**config.mk**
```make
export PLATFORM = sky130hd
export DESIGN_NAME = fetch_stage
export DESIGN_NICKNAME = d
export VERILOG_FILES = /design/src/rtl/fetch_stage.sv
export SDC_FILE = /design/constraint.sdc
export NUM_CORES = 1
export LEC_CHECK = 0
export CAP_MARGIN = 20
export CELL_PAD_IN_SITES_DETAIL_PLACEMENT = 2
export CELL_PAD_IN_SITES_GLOBAL_PLACEMENT = 2
export CORE_MARGIN = 2
export CORE_UTILIZATION = 35
export CTS_CLUSTER_SIZE = 10
export DETAILED_ROUTE_END_ITERATION = 6
export HOLD_SLACK_MARGIN = 0.03
export PLACE_DENSITY_LB_ADDON = 0.15
export SLEW_MARGIN = 40
export SYNTH_ARGS = -nofsm -noshare
export SYNTH_HDL_FRONTEND = slang
export SYNTH_SLANG_ARGS = --single-unit
```
**constraint.sdc**
```tcl
create_clock -name clk -period 4.86 [get_ports clk]
set_input_delay 0.972 -clock clk [delete_from_list [all_inputs] [get_ports clk]]
set_output_delay 0.972 -clock clk [all_outputs]
set_load 0.01 [all_outputs]
```
**src/rtl/fetch_stage.sv**
```systemverilog
// Instruction-fetch stage: owns the PC, keeps one request to instruction memory in flight and
// buffers returned words in a 2-entry queue that feeds decode. EX redirects flush the queue.
module fetch_stage #(
  parameter int              XLEN     = 16,
  parameter logic [XLEN-1:0] RESET_PC = '0,
  parameter int              PC_STEP  = 2
) (
  input  logic            clk,
  input  logic            rst_n,
  output logic            imem_req_valid,
  input  logic            imem_req_ready,
  output logic [XLEN-1:0] imem_addr,
  input  logic            imem_rsp_valid,
  input  logic [15:0]     imem_rsp_data,
  input  logic            redirect_valid,
  input  logic [XLEN-1:0] redirect_pc,
  input  logic            id_ready,
  output logic            if_valid,
  output logic [15:0]     if_instr,
  output logic [XLEN-1:0] if_pc,
  output logic [XLEN-1:0] if_pc_plus2,
  output logic [3:0]      if_opcode,
  output logic [2:0]      if_funct
);

  localparam logic [XLEN-1:0] STEP = XLEN'(PC_STEP);

  typedef enum logic [1:0] {IDLE, REQ, WAIT, DROP} state_t;

  state_t          state, state_nxt;
  logic [XLEN-1:0] pc;
  logic [XLEN-1:0] inflight_pc;
  logic [1:0]      count;
  logic [XLEN-1:0] q_pc    [2];
  logic [15:0]     q_instr [2];

  logic fire, push, pop, redirect_act, wsel;

  assign fire         = imem_req_valid && imem_req_ready;
  assign redirect_act = redirect_valid && (state != IDLE);
  // A response that races a redirect is stale and never enters the queue.
  assign push         = (state == WAIT) && imem_rsp_valid && !redirect_valid;
  assign pop          = if_valid && id_ready && !redirect_valid;
  // Slot for the incoming word, accounting for a same-cycle shift out of the head.
  assign wsel         = pop ? count[1] : count[0];

  always_ff @(posedge clk) begin
    if (!rst_n) state <= IDLE;
    else        state <= state_nxt;
  end

  always_comb begin
    state_nxt = state;
    case (state)
      IDLE: state_nxt = REQ;
      REQ:  if (fire) state_nxt = WAIT;
      WAIT: begin
        if (imem_rsp_valid)      state_nxt = REQ;
        else if (redirect_valid) state_nxt = DROP;
      end
      DROP: if (imem_rsp_valid) state_nxt = REQ;
      default: state_nxt = IDLE;
    endcase
  end

  always_comb begin
    imem_req_valid = (state == REQ) && (count < 2'd2) && !redirect_valid;
  end

  always_ff @(posedge clk) begin
    if (!rst_n)            pc <= RESET_PC;
    else if (redirect_act) pc <= {redirect_pc[XLEN-1:1], 1'b0};
    else if (fire)         pc <= pc + STEP;
  end

  always_ff @(posedge clk) begin
    if (fire) inflight_pc <= pc;
  end

  always_ff @(posedge clk) begin
    if (!rst_n)            count <= 2'd0;
    else if (redirect_act) count <= 2'd0;
    else begin
      case ({push, pop})
        2'b10:   count <= count + 2'd1;
        2'b01:   count <= count - 2'd1;
        default: count <= count;
      endcase
    end
  end

  // Queue storage: head lives in slot 0, later writes override the shift.
  always_ff @(posedge clk) begin
    if (pop) begin
      q_pc[0]    <= q_pc[1];
      q_instr[0] <= q_instr[1];
    end
    if (push) begin
      q_pc[wsel]    <= inflight_pc;
      q_instr[wsel] <= imem_rsp_data;
    end
  end

  assign imem_addr   = pc;
  assign if_valid    = (count != 2'd0);
  assign if_instr    = if_valid ? q_instr[0] : 16'h0000;
  assign if_pc       = if_valid ? q_pc[0] : '0;
  assign if_pc_plus2 = if_valid ? (q_pc[0] + STEP) : '0;
  assign if_opcode   = if_instr[15:12];
  assign if_funct    = if_instr[2:0];

endmodule
```
# Word-level counts from Yosys, hierarchy flattened
# Memories as Yosys holds them, arrays and structs flattened.
# Index checks and enable logic that the tools add are counted.
[classes]
add_sub_neg = 4
order_cmp = 1
n_eq_ne = 8
muxes = 16
bitwise_logic = 1
n_reduce_logical = 16
[op_table]
columns = ["op", "n"]
rows = [
  ["$mux 16", 5],
  ["$add 16x2->16 const B", 2],
  ["$logic_and 1x1->1", 8],
  ["$mux 2", 4],
  ["$pmux 2 s4", 1],
  ["$reduce_bool 2->1", 4],
  ["$eq 2x2->1 const B", 3],
  ["$mux 1", 5],
  ["$eq 2x1->1 const B", 2],
  ["$ne 2x2->1 const B", 2],
  ["$pmux 2 s2", 1],
  ["$ne 3x3->1 const B", 1],
  ["$reduce_and 3->1", 1],
  ["$add 2x1->2 const B", 1],
  ["$logic_not 2->1", 1],
  ["$lt 2x2->1 const B", 1],
  ["$reduce_or 2->1", 1],
  ["$sub 2x1->2 const B", 1],
  ["$logic_not 1->1", 1],
  ["$not 1->1", 1],
]
[word_totals]
ff_bits = 36
ram_bits = 64
input_bits = 38
output_inout_bits = 73
elab_cells = 53
n_memories = 2
[mem_list]
columns = ["memory", "depth", "width", "read_ports", "rd_clocked_by_memory_dff", "wr", "line", "text"]
rows = [
  ["q_instr", 2, 16, 2, 0, 2, "35", "logic [15:0] q_instr [2];"],
  ["q_pc", 2, 16, 2, 0, 2, "34", "logic [XLEN-1:0] q_pc [2];"],
]

# Depth between registers and ports, before layout
# Gate-level depths: netlist of the first run.
[logic_depth]
ltp_word = 6
depth_mapped = 9
depth_no_buf = 9

# Worst setup path before layout of the first run
# Ideal clock, no wire load.
[synth_timing]
path_type = "input to register"
start = "input redirect_valid"
end = "memory q_instr[1][0] (enable)"
setup_time_ps = 419
t_arrival_ps = 2578
required_ps = 4441
setup_slack_ps = 1863
stages = 3
n_path_buf = 0
cell_sequence = "nand2b_1 mux2i_1 nor2_1"
[synth_lines]
columns = ["item", "line", "text"]
rows = [
  ["start: declaration", "15", "input logic redirect_valid,"],
  ["end: declaration", "35", ""],
]

# Final worst setup path of the first run
[layout_timing]
start = "input redirect_valid"
end = "output imem_req_valid"
[layout_between]
elab_chain_cells = 2
[layout_rtl]
columns = ["item", "line", "text"]
rows = [
  ["$logic_not 1->1", "67", "imem_req_valid = (state == REQ) && (count < 2'd2) && !redirect_valid;"],
  ["$logic_and 1x1->1", "67", ""],
  ["end: declaration", "10", "output logic imem_req_valid,"],
]
# Every way passes these cells.

==> run metrics, run 1 <==
CP Capture Type primary output; gr busiest metal met2; Gate Count Post-Synth 352; worst vdd ir 0.157 mV; Startpoint Class input pin; Leakage between 1.5 and 2 nW; vias per inst 4.91; Clk Latency, worst-skew pair 350 ps; f_max roughly 280 MHz; post_cts resized 0; Reg2Reg Setup Slack approximately 2400 ps; global route overflow 0; Post-synth ARST share 0; Post-synth EDFFs 77; ANT cells 0; synthesized area per cell about 13 um^2; Detailed Route WL roughly 11 mm; Row Count 40; Final Max Slew Viols 0; GRT Overall Usage 0.175; CTS tree yes; share of cells above drive strength 1 0.130; RSZ-0062 raised after global routing no; hold path depth 0; worst endpoint required time 3890 ps; most frequent cells in the layout clkdlybuf4s50_1, edfxtp_1, mux2_2, and2_1, nor2_1; MaxCap Viol Count 0; pwr dens ~290 nW/um^2; routed length per instance 17.9 um; setup bufs post-CTS 0; Layout area overhead 33.6%; # IOs 111; Final period util 0.732; hold_buf cts 0; Netlist cell types 41; critical path type in2out; CP arrival 2580 ps; final hold violation count 0; Hold Crit Start inflight_pc[12]; Main synth FF type edfxtp_1; Fillers 1206; Ys Warns 0; most common cell after layout, fill and taps aside clkdlybuf4s50_1; R2R depth 6; Slew HR 0.504; worst r2r src state[0]; multi-input logic area 1570 um^2; Post-Syn Area 4400 um^2; setup violators final 0; Worst Skew about 6.2 ps; Setup WS pre-CTS 958 ps; RePlAce Congestion 0.760; worst-path fanout max 7; Initial DRT Pass Iterations 4; largest net degree at the start of global routing 33; GR Layer Usage met2 0.313; setup_tns 0 ps; clock sink count 96; via count roughly 3100; status finished clean; post-route DRC violation count 0; Seq/Total Area, Yosys 0.612; starting density of the core 0.362; drt first-iter violations 104; clk slew on worst S/H paths 60 ps; initial antenna violation count 0; GR met1 Demand/Resource 0.211; hold crit path type reg2reg; number of synthesized register bits 96; minimum clock period 3560 ps; clock root buffer master clkbuf_16; Num CTS Buffers 9; RR Endpoint q_instr[0][10]; height of the chip 116 um; detailed placer's ending HPWL 8.18 mm; cell area after layout slightly below 6000 um^2; die width roughly 120 um; Die Area 13500 um^2; number of nets in the layout between 400 and 500; CTS Buffer Depth 2; # H-tree levels 3; Core Util, Final 0.484; number of global-route vias before repair 3334; first-pass GRT wire length approximately 18 mm; Hold EP q_pc[1][12]; final worst setup slack about 1300 ps; Seq. cell area 2690 um^2; PortBufs around 110; met3 Resource Use GR 0.0296; Post-DP Area 5610 um^2; Core Region 12200 um^2; worst slew pin tran 744 ps; Tot Pwr 1.72 mW; Routed Antenna Nets 0
==> state kept, by name (all words and copies together), names as in the netlist <==
signal,count
count,2
imem_addr,15
inflight_pc,15
q_instr,32
q_pc,30
state,2
==> cell families (layout without fill, tap and decap cells) <==
group                      count (synthesis)  after routing  synth area share
other                                      1              3          0.000852
muxes                                     38             38            0.0966
xor gates and xnor gates                  16             16            0.0318
adders and majority gates                  7              7            0.0199
DFF                                       96             96             0.612
buffers and inverters                     34            134            0.0381
and+or+nand+nor                          116            116             0.143
AOI/OAI and AO/OA                         44             44            0.0583
==> metrics by stage <==
stage,std cells,hold slack (ps)
after floorplan,354,420
after global placement,605,435
after detailed placement,606,443
after CTS,622,462
after global routing,622,475
final,622,457
==> layer usage <==
metal,vias to the layer above,share of wire
met3,12,0.040
met4,0,0.016
met1,1501,0.43
li1,1457,-
met5,-,0
met2,83,0.51
==> layout make-up <==
cell class | count | share of cell area
flip-flops and latches | 96 | 0.458
clock buffers | 9 | 0.0383
multi-input cells | 224 | 0.267
inverters | 9 | 0.00574
clock inverters | 7 | 0.00809
repair buffers | 109 | 0.188
well taps | 168 | 0.0357
==> worst max-delay path, cell delays in order <==
cell and delay (ps):
clkdlybuf4s50_1 520, or3b_4 460, inv_1 100, clkdlybuf4s50_1 540
==> Yosys cell counts (2+ instances only) <==
master	instances	area, um^2
a21boi_0	3	22.5
a21oi_1	11	55.1
a31oi_1	6	37.5
and2_1	32	200
and3_1	2	12.5
buf_1	3	11.3
buf_2	2	10.0
buf_4	10	75.1
clkbuf_1	10	37.5
dfxtp_1	19	380
edfxtp_1	77	2310
ha_1	7	87.6
inv_1	9	33.8
mux2_1	2	22.5
mux2_2	34	383
mux2i_1	2	20.0
nand2_1	15	56.3
nand2b_1	3	18.8
nand3_1	10	50.1
nand4_1	5	31.3
nor2_1	23	86.3
nor2b_1	3	18.8
nor3_1	5	25.0
nor4_1	4	25.0
o21ai_0	16	80.1
o311ai_0	2	17.5
o31ai_1	2	15.0
or2_2	3	18.8
or3_1	4	25.0
or4_1	3	22.5
xnor2_1	10	87.6
xor2_1	6	52.6
==> worst max path at each step <==
stage              startpoint         endpoint  slack (ps)  cells after the start
4_1_cts              count[1]  if_pc_plus2[12]        1110                      6
3_3_place_gp   redirect_valid   q_instr[0][11]        1090                      6
2_1_floorplan  redirect_valid    q_instr[1][0]        1860                      3
6_report       redirect_valid   imem_req_valid        1300                      4
5_1_grt        redirect_valid   q_instr[0][11]        1170                      6
3_5_place_dp   redirect_valid   q_instr[0][10]         960                      6
==> report_power, final <==
part           switching [mW]  total (mW)  internal (mW)
clock network           0.306       0.653          0.347
logic                  0.0622       0.139         0.0767
registers              0.0257       0.932          0.906
No activity file was read; power rests on OpenSTA's default activity.
==> run 2: changes to the inputs <==
--- a/config.mk
+++ b/config.mk
@@ -9,7 +9,7 @@
 export CELL_PAD_IN_SITES_DETAIL_PLACEMENT = 2
 export CELL_PAD_IN_SITES_GLOBAL_PLACEMENT = 2
 export CORE_MARGIN = 2
-export CORE_UTILIZATION = 35
+export CORE_UTILIZATION = 32
 export CTS_CLUSTER_SIZE = 10
 export DETAILED_ROUTE_END_ITERATION = 6
 export HOLD_SLACK_MARGIN = 0.03
==> constraint.sdc (replaced) <==
create_clock -name clk -period 3.7 [get_ports clk]
set_input_delay 0.74 -clock clk [delete_from_list [all_inputs] [get_ports clk]]
set_output_delay 0.74 -clock clk [all_outputs]
set_load 0.01 [all_outputs]
==> run 2 against run 1 <==
Net effect: core utilization down 3.7 points; wire length rose by 3.0%; via count shrank 0.26%; first-iteration DRC count decreased by 15%; clock-buffer cell count increased by 3; critical endpoint is now if_pc_plus2[13]; largest power group unchanged.
==> run metrics, run 2 (synthesis results as in run 1) <==
RePlAce Congestion 0.741 (was 0.760); worst vdd ir 0.214 mV (was 0.157 mV); final hold violation count 0 (unchanged); Worst Skew 9.93 ps (was 6.23 ps); Core Region 13300 um^2 (was 12200 um^2); gr busiest metal met2 (unchanged); clock root buffer master clkbuf_16 (unchanged); Row Count 42 (was 40); Layout area overhead 35.3% (was 33.6%); worst-path fanout max 4 (was 7); Hold Crit Start inflight_pc[3] (was inflight_pc[12]); drt first-iter violations 88 (was 104); initial antenna violation count 0 (unchanged); register share of total power 0.518 (was 0.541); hold_buf cts 0 (unchanged); Clock Power Share 0.403 (was 0.379); global route overflow 0 (unchanged); GR Layer Usage met2 0.277 (was 0.313); final worst setup slack 405 ps (was 1300 ps); minimum clock period 3290 ps; RSZ-0062 raised after global routing no (unchanged); CTS tree yes (unchanged); height of the chip 121 um (was 116 um); Leakage 1.97 nW (was 1.94 nW); post-route DRC violation count 0 (unchanged); largest registers q_instr x32, q_pc x30 (unchanged); setup bufs post-CTS 0 (unchanged); Most flops, register q_instr (unchanged); worst slew pin tran 636 ps (was 744 ps); Clk Latency, worst-skew pair 350 ps (about the same); first-pass GRT wire length 18.2 mm (was 17.8 mm); Num CTS Buffers 9 (unchanged); max reg flops 32 (unchanged); # H-tree levels 3 (unchanged); PortBufs 106 (unchanged); share of cells above drive strength 1 0.136 (was 0.130); number of nets in the layout 497 (was 494); Final period util 0.890; Startpoint Class register (was input pin); Setup WS pre-CTS 592 ps (was 958 ps); detailed placer's ending HPWL 8.38 mm (was 8.18 mm); most common cell after layout, fill and taps aside clkdlybuf4s50_1 (unchanged); CP Cell Sequence ha_1 -> nand2_1 -> nor3_1 -> and3_1 -> mux2_2 -> clkdlybuf4s50_1 (was clkdlybuf4s50_1 -> or3b_4 -> inv_1 -> clkdlybuf4s50_1); sw frac 0.223 (was 0.229); starting density of the core 0.330 (was 0.362); MaxCap Viol Count 0 (unchanged); cell internal pwr 1.84 mW (was 1.33 mW); crit path max-delay cell type clkdlybuf4s50_1 (unchanged); die width 121 um (was 116 um); most frequent cells in the layout clkdlybuf4s50_1, edfxtp_1, mux2_2, and2_1, nor2_1 (unchanged); Die Area 14700 um^2 (was 13500 um^2); clk slew on worst S/H paths 70 ps (was 60 ps); setup_tns 0 ps (unchanged); Slew HR 0.575 (was 0.504); worst endpoint required time 2960 ps (was 3890 ps); Initial DRT Pass Iterations 4 (unchanged); clock sink count 96 (unchanged); Routed Antenna Nets 0 (unchanged); # IOs 111 (unchanged); worst r2r src state[1] (was state[0]); max incr delay on CP 500 ps (was 540 ps); largest net degree at the start of global routing 33 (unchanged); Final Max Slew Viols 0 (unchanged); hold_ws 447 ps (was 457 ps); ANT cells 0 (unchanged); cell area after layout 5960 um^2 (was 5880 um^2); via count 3045 (was 3053); switching power 0.527 mW (was 0.394 mW); status finished clean (unchanged); met3 Resource Use GR 0.0324 (was 0.0296); CP startpoint q_pc[0][1] (was redirect_valid); critical path type reg2out (was in2out); post_cts resized 0 (unchanged); Post-DP Area 5650 um^2 (was 5610 um^2); CTS Buffer Depth 2 (unchanged); pwr dens 397 nW/um^2 (was 293 nW/um^2); setup violators final 0 (unchanged); vias per inst 4.81 (was 4.91); Detailed Route WL 11.4 mm (was 11.1 mm); Comb power frac 0.078 (was 0.081); GR met1 Demand/Resource 0.206 (was 0.211); CP arrival 2550 ps (was 2580 ps); GRT Overall Usage 0.163 (was 0.175); f_max 304 MHz; hold crit path type reg2reg (unchanged); number of global-route vias before repair 3337 (was 3334); routed length per instance 18.1 um (was 17.9 um); CP Capture Type primary output (unchanged)
==> run 2: cell count changes in the layout (fill, tap and decap cells not counted), moves of 2 or more <==
cell | before | now
buf_12 | 0 | 2
buf_4 | 2 | 4
clkinv_1 | 2 | 0
clkinv_4 | 3 | 1
clkbuf_16 | 9 | 11
==> run 2: metrics by stage <==
stage               cells  utilization  power (mW)
floorplan             354            -        1.32
global placement      617        0.423        1.43
detailed placement    617        0.423        1.44
CTS                   633        0.446        2.40
global route          633        0.446        2.45
finish                633        0.446        2.36
==> run 2: path summary, 6_finish.rpt <==
path	to	slack [ps]	cells past startpoint
hold reg to reg	q_pc[1][3]	450	0
setup reg to reg	imem_addr[14]	1260	6
setup / recovery	if_pc_plus2[13]	410	6
hold / removal	q_pc[1][3]	450	0
==> run 2: final cells by class <==
class                      count  area, um^2
tap                          176         220
timing repair buffer         112        1130
multi-input combinational    224        1570
sequential                    96        2690
clock buffer                  12         279
clock inverter                 4        31.3
fill                        1369        7390
inverter                       9        33.8
==> run 2: critical path: cells and delay by family, from the launching register on <==
family / cells / cell delay, ps
multiplexers: 1 / 350
buffers and inverters: 1 / 500
AND/OR/NAND/NOR: 3 / 650
flip-flops: 1 / 440
adder cells (fa/ha/maj): 1 / 270
==> run 2: metal layers <==
metal,wire [um],share of wire,up-vias
met3,488,0.043,11
met1,5110,0.45,1489
met4,140,0.012,0
li1,-,-,1464
met2,5700,0.50,81
met5,0,0,-
==> run 2: power by group through the flow <==
| stage | Combinational [mW] | Clock, mW | Sequential [mW] |
|---|---|---|---|
| global placement | 0.179 | 0 | 1.25 |
| finish | 0.185 | 0.953 | 1.23 |
| CTS | 0.189 | 0.981 | 1.23 |
| global route | 0.204 | 1.01 | 1.23 |
| floorplan | 0.0766 | 0 | 1.24 |
| detailed placement | 0.187 | 0 | 1.25 |
==> run 3: changes to the inputs <==
==> constraint.sdc (replaced) <==
create_clock -name clk -period 3.2 [get_ports clk]
set_input_delay 0.64 -clock clk [delete_from_list [all_inputs] [get_ports clk]]
set_output_delay 0.64 -clock clk [all_outputs]
set_load 0.05 [all_outputs]
==> run 3 against run 2 <==
Net effect: clock skew down 5.4 ps; non-clock buffer count is 2 higher; worst setup slack got worse by 280 ps; clock power rose by 9%; critical path type unchanged.
==> run metrics, run 3 (synthesis results as in run 1) <==
f_max 326 MHz; setup_tns 0 ps (unchanged); worst r2r src state[1] (unchanged); vias per inst 4.80 (was 4.81); height of the chip 121 um (unchanged); drt first-iter violations 144 (was 88); met3 Resource Use GR 0.0320 (was 0.0324); Tot Pwr 2.76 mW (was 2.36 mW); status finished clean (unchanged); gr busiest metal met2 (unchanged); clk slew on worst S/H paths 60 ps (was 70 ps); clock root buffer master clkbuf_16 (unchanged); GRT Overall Usage 0.156 (was 0.163); first-pass GRT wire length 17.6 mm (was 18.2 mm); cell area after layout 5850 um^2 (was 5960 um^2); largest registers q_instr x32, q_pc x30 (unchanged); worst endpoint required time 2560 ps (was 2960 ps); Die Area 14700 um^2 (unchanged); RSZ-0062 raised after global routing no (unchanged); Detailed Route WL 11.0 mm (was 11.4 mm); crit path to if_pc_plus2[11] (was if_pc_plus2[13]); RePlAce Congestion 0.724 (was 0.741); clock sink count 96 (unchanged); worst vdd ir 0.301 mV (was 0.214 mV); Leakage 2.06 nW (was 1.97 nW); Slew HR 0.554 (was 0.575); number of nets in the layout 499 (was 497); detailed placer's ending HPWL 8.08 mm (was 8.38 mm); CTS tree yes (unchanged); Worst Skew 4.54 ps (was 9.93 ps); CTS Buffer Depth 2 (unchanged); minimum clock period 3070 ps; share of cells above drive strength 1 0.235 (was 0.136); Reg2Reg Setup Slack 730 ps (was 1260 ps); via count 3050 (was 3045); Row Count 42 (unchanged); hold_buf cts 0 (unchanged); post_cts resized 0 (unchanged); die width 121 um (unchanged); GR met1 Demand/Resource 0.205 (was 0.206); worst-path fanout max 4 (unchanged); Num CTS Buffers 9 (unchanged); Routed Antenna Nets 0 (unchanged); hold crit path type reg2reg (unchanged); setup bufs post-CTS 0 (unchanged); Startpoint Class register (unchanged); hold_ws 457 ps (was 447 ps); routed length per instance 17.4 um (was 18.1 um); # IOs 111 (unchanged); ANT cells 0 (unchanged); max reg flops 32 (unchanged); multi-input logic area 1570 um^2 (unchanged); initial antenna violation count 0 (unchanged); CP arrival 2430 ps (was 2550 ps); CP Capture Type primary output (unchanged); Final Max Slew Viols 0 (unchanged); worst slew pin tran 668 ps (was 636 ps); most frequent cells in the layout edfxtp_1, clkdlybuf4s50_1, buf_4, mux2_2, and2_1 (was clkdlybuf4s50_1, edfxtp_1, mux2_2, and2_1, nor2_1); # H-tree levels 3 (unchanged); largest net degree at the start of global routing 33 (unchanged); Seq. cell area 2690 um^2 (unchanged); Final period util 0.960; GR Layer Usage met2 0.258 (was 0.277); number of global-route vias before repair 3260 (was 3337); critical path type reg2out (unchanged); RR Endpoint imem_addr[10] (was imem_addr[14]); Core Region 13300 um^2 (unchanged); MaxCap Viol Count 0 (unchanged); post-route DRC violation count 0 (unchanged); Layout area overhead 32.9% (was 35.3%); CP startpoint q_pc[0][1] (unchanged); Post-DP Area 5560 um^2 (was 5650 um^2); most common cell after layout, fill and taps aside edfxtp_1 (was clkdlybuf4s50_1); final hold violation count 0 (unchanged); setup violators final 0 (unchanged); pwr dens 471 nW/um^2 (was 397 nW/um^2); R2R depth 6 (unchanged); starting density of the core 0.330 (unchanged); global route overflow 0 (unchanged); Clk Latency, worst-skew pair 340 ps (was 350 ps); Fillers 1390 (was 1369); Most flops, register q_instr (unchanged); Initial DRT Pass Iterations 4 (unchanged); PortBufs 106 (unchanged)
## run 3: cell count changes in the layout (fill, tap and decap cells not counted), moves of 2 or more
cell,previous run,this run
buf_4,4,50
clkbuf_16,11,9
clkdlybuf4s50_1,106,61
inv_6,2,0
## run 3: worst min path at each step
stage                               start     endpoint  slack [ps]  depth (start not counted)
after CTS                  inflight_pc[8]   q_pc[1][8]         460                          0
after detailed placement   inflight_pc[8]   q_pc[1][8]         440                          0
after floorplan           inflight_pc[12]  q_pc[1][12]         420                          0
after global routing       inflight_pc[2]   q_pc[1][2]         470                          0
after global placement    inflight_pc[13]  q_pc[1][13]         430                          0
final                      inflight_pc[8]   q_pc[1][8]         460                          0
## run 3: routing by layer
layer,vias to the layer above,share of wire
li1,1472,-
met1,1482,0.45
met2,87,0.49
met3,9,0.048
met4,0,0.013
met5,-,0
## run 3: power by group
group,switching [mW],leakage (nW),internal [mW]
Sequential,0.0408,0.854,1.38
Clock,0.443,0.140,0.602
Combinational,0.175,1.07,0.121
Total,0.659,2.06,2.10
## run 3: worst max-delay path: stages (launching register included)
cell and delay (ps):
edfxtp_1 410, ha_1 260, nand2_1 120, nor3_1 280
xnor2_1 100, nor2_1 100, clkdlybuf4s50_1 820
## run 3: layout make-up
type	instances	area share
Sequential cell	96	0.460
Multi-Input combinational cell	224	0.268
Timing Repair Buffer	114	0.179
Clock buffer	10	0.0391
Tap cell	176	0.0376
Clock inverter	6	0.0103
Inverter	9	0.00578
## run 3: stage by stage
stage                     worst slack, ps   util  instances
after global routing                 6.95  0.438        635
after detailed placement              246  0.417        619
final                                 128  0.438        635
after global placement                297  0.416        619
after floorplan                       535      -        354
after CTS                            75.6  0.438        635
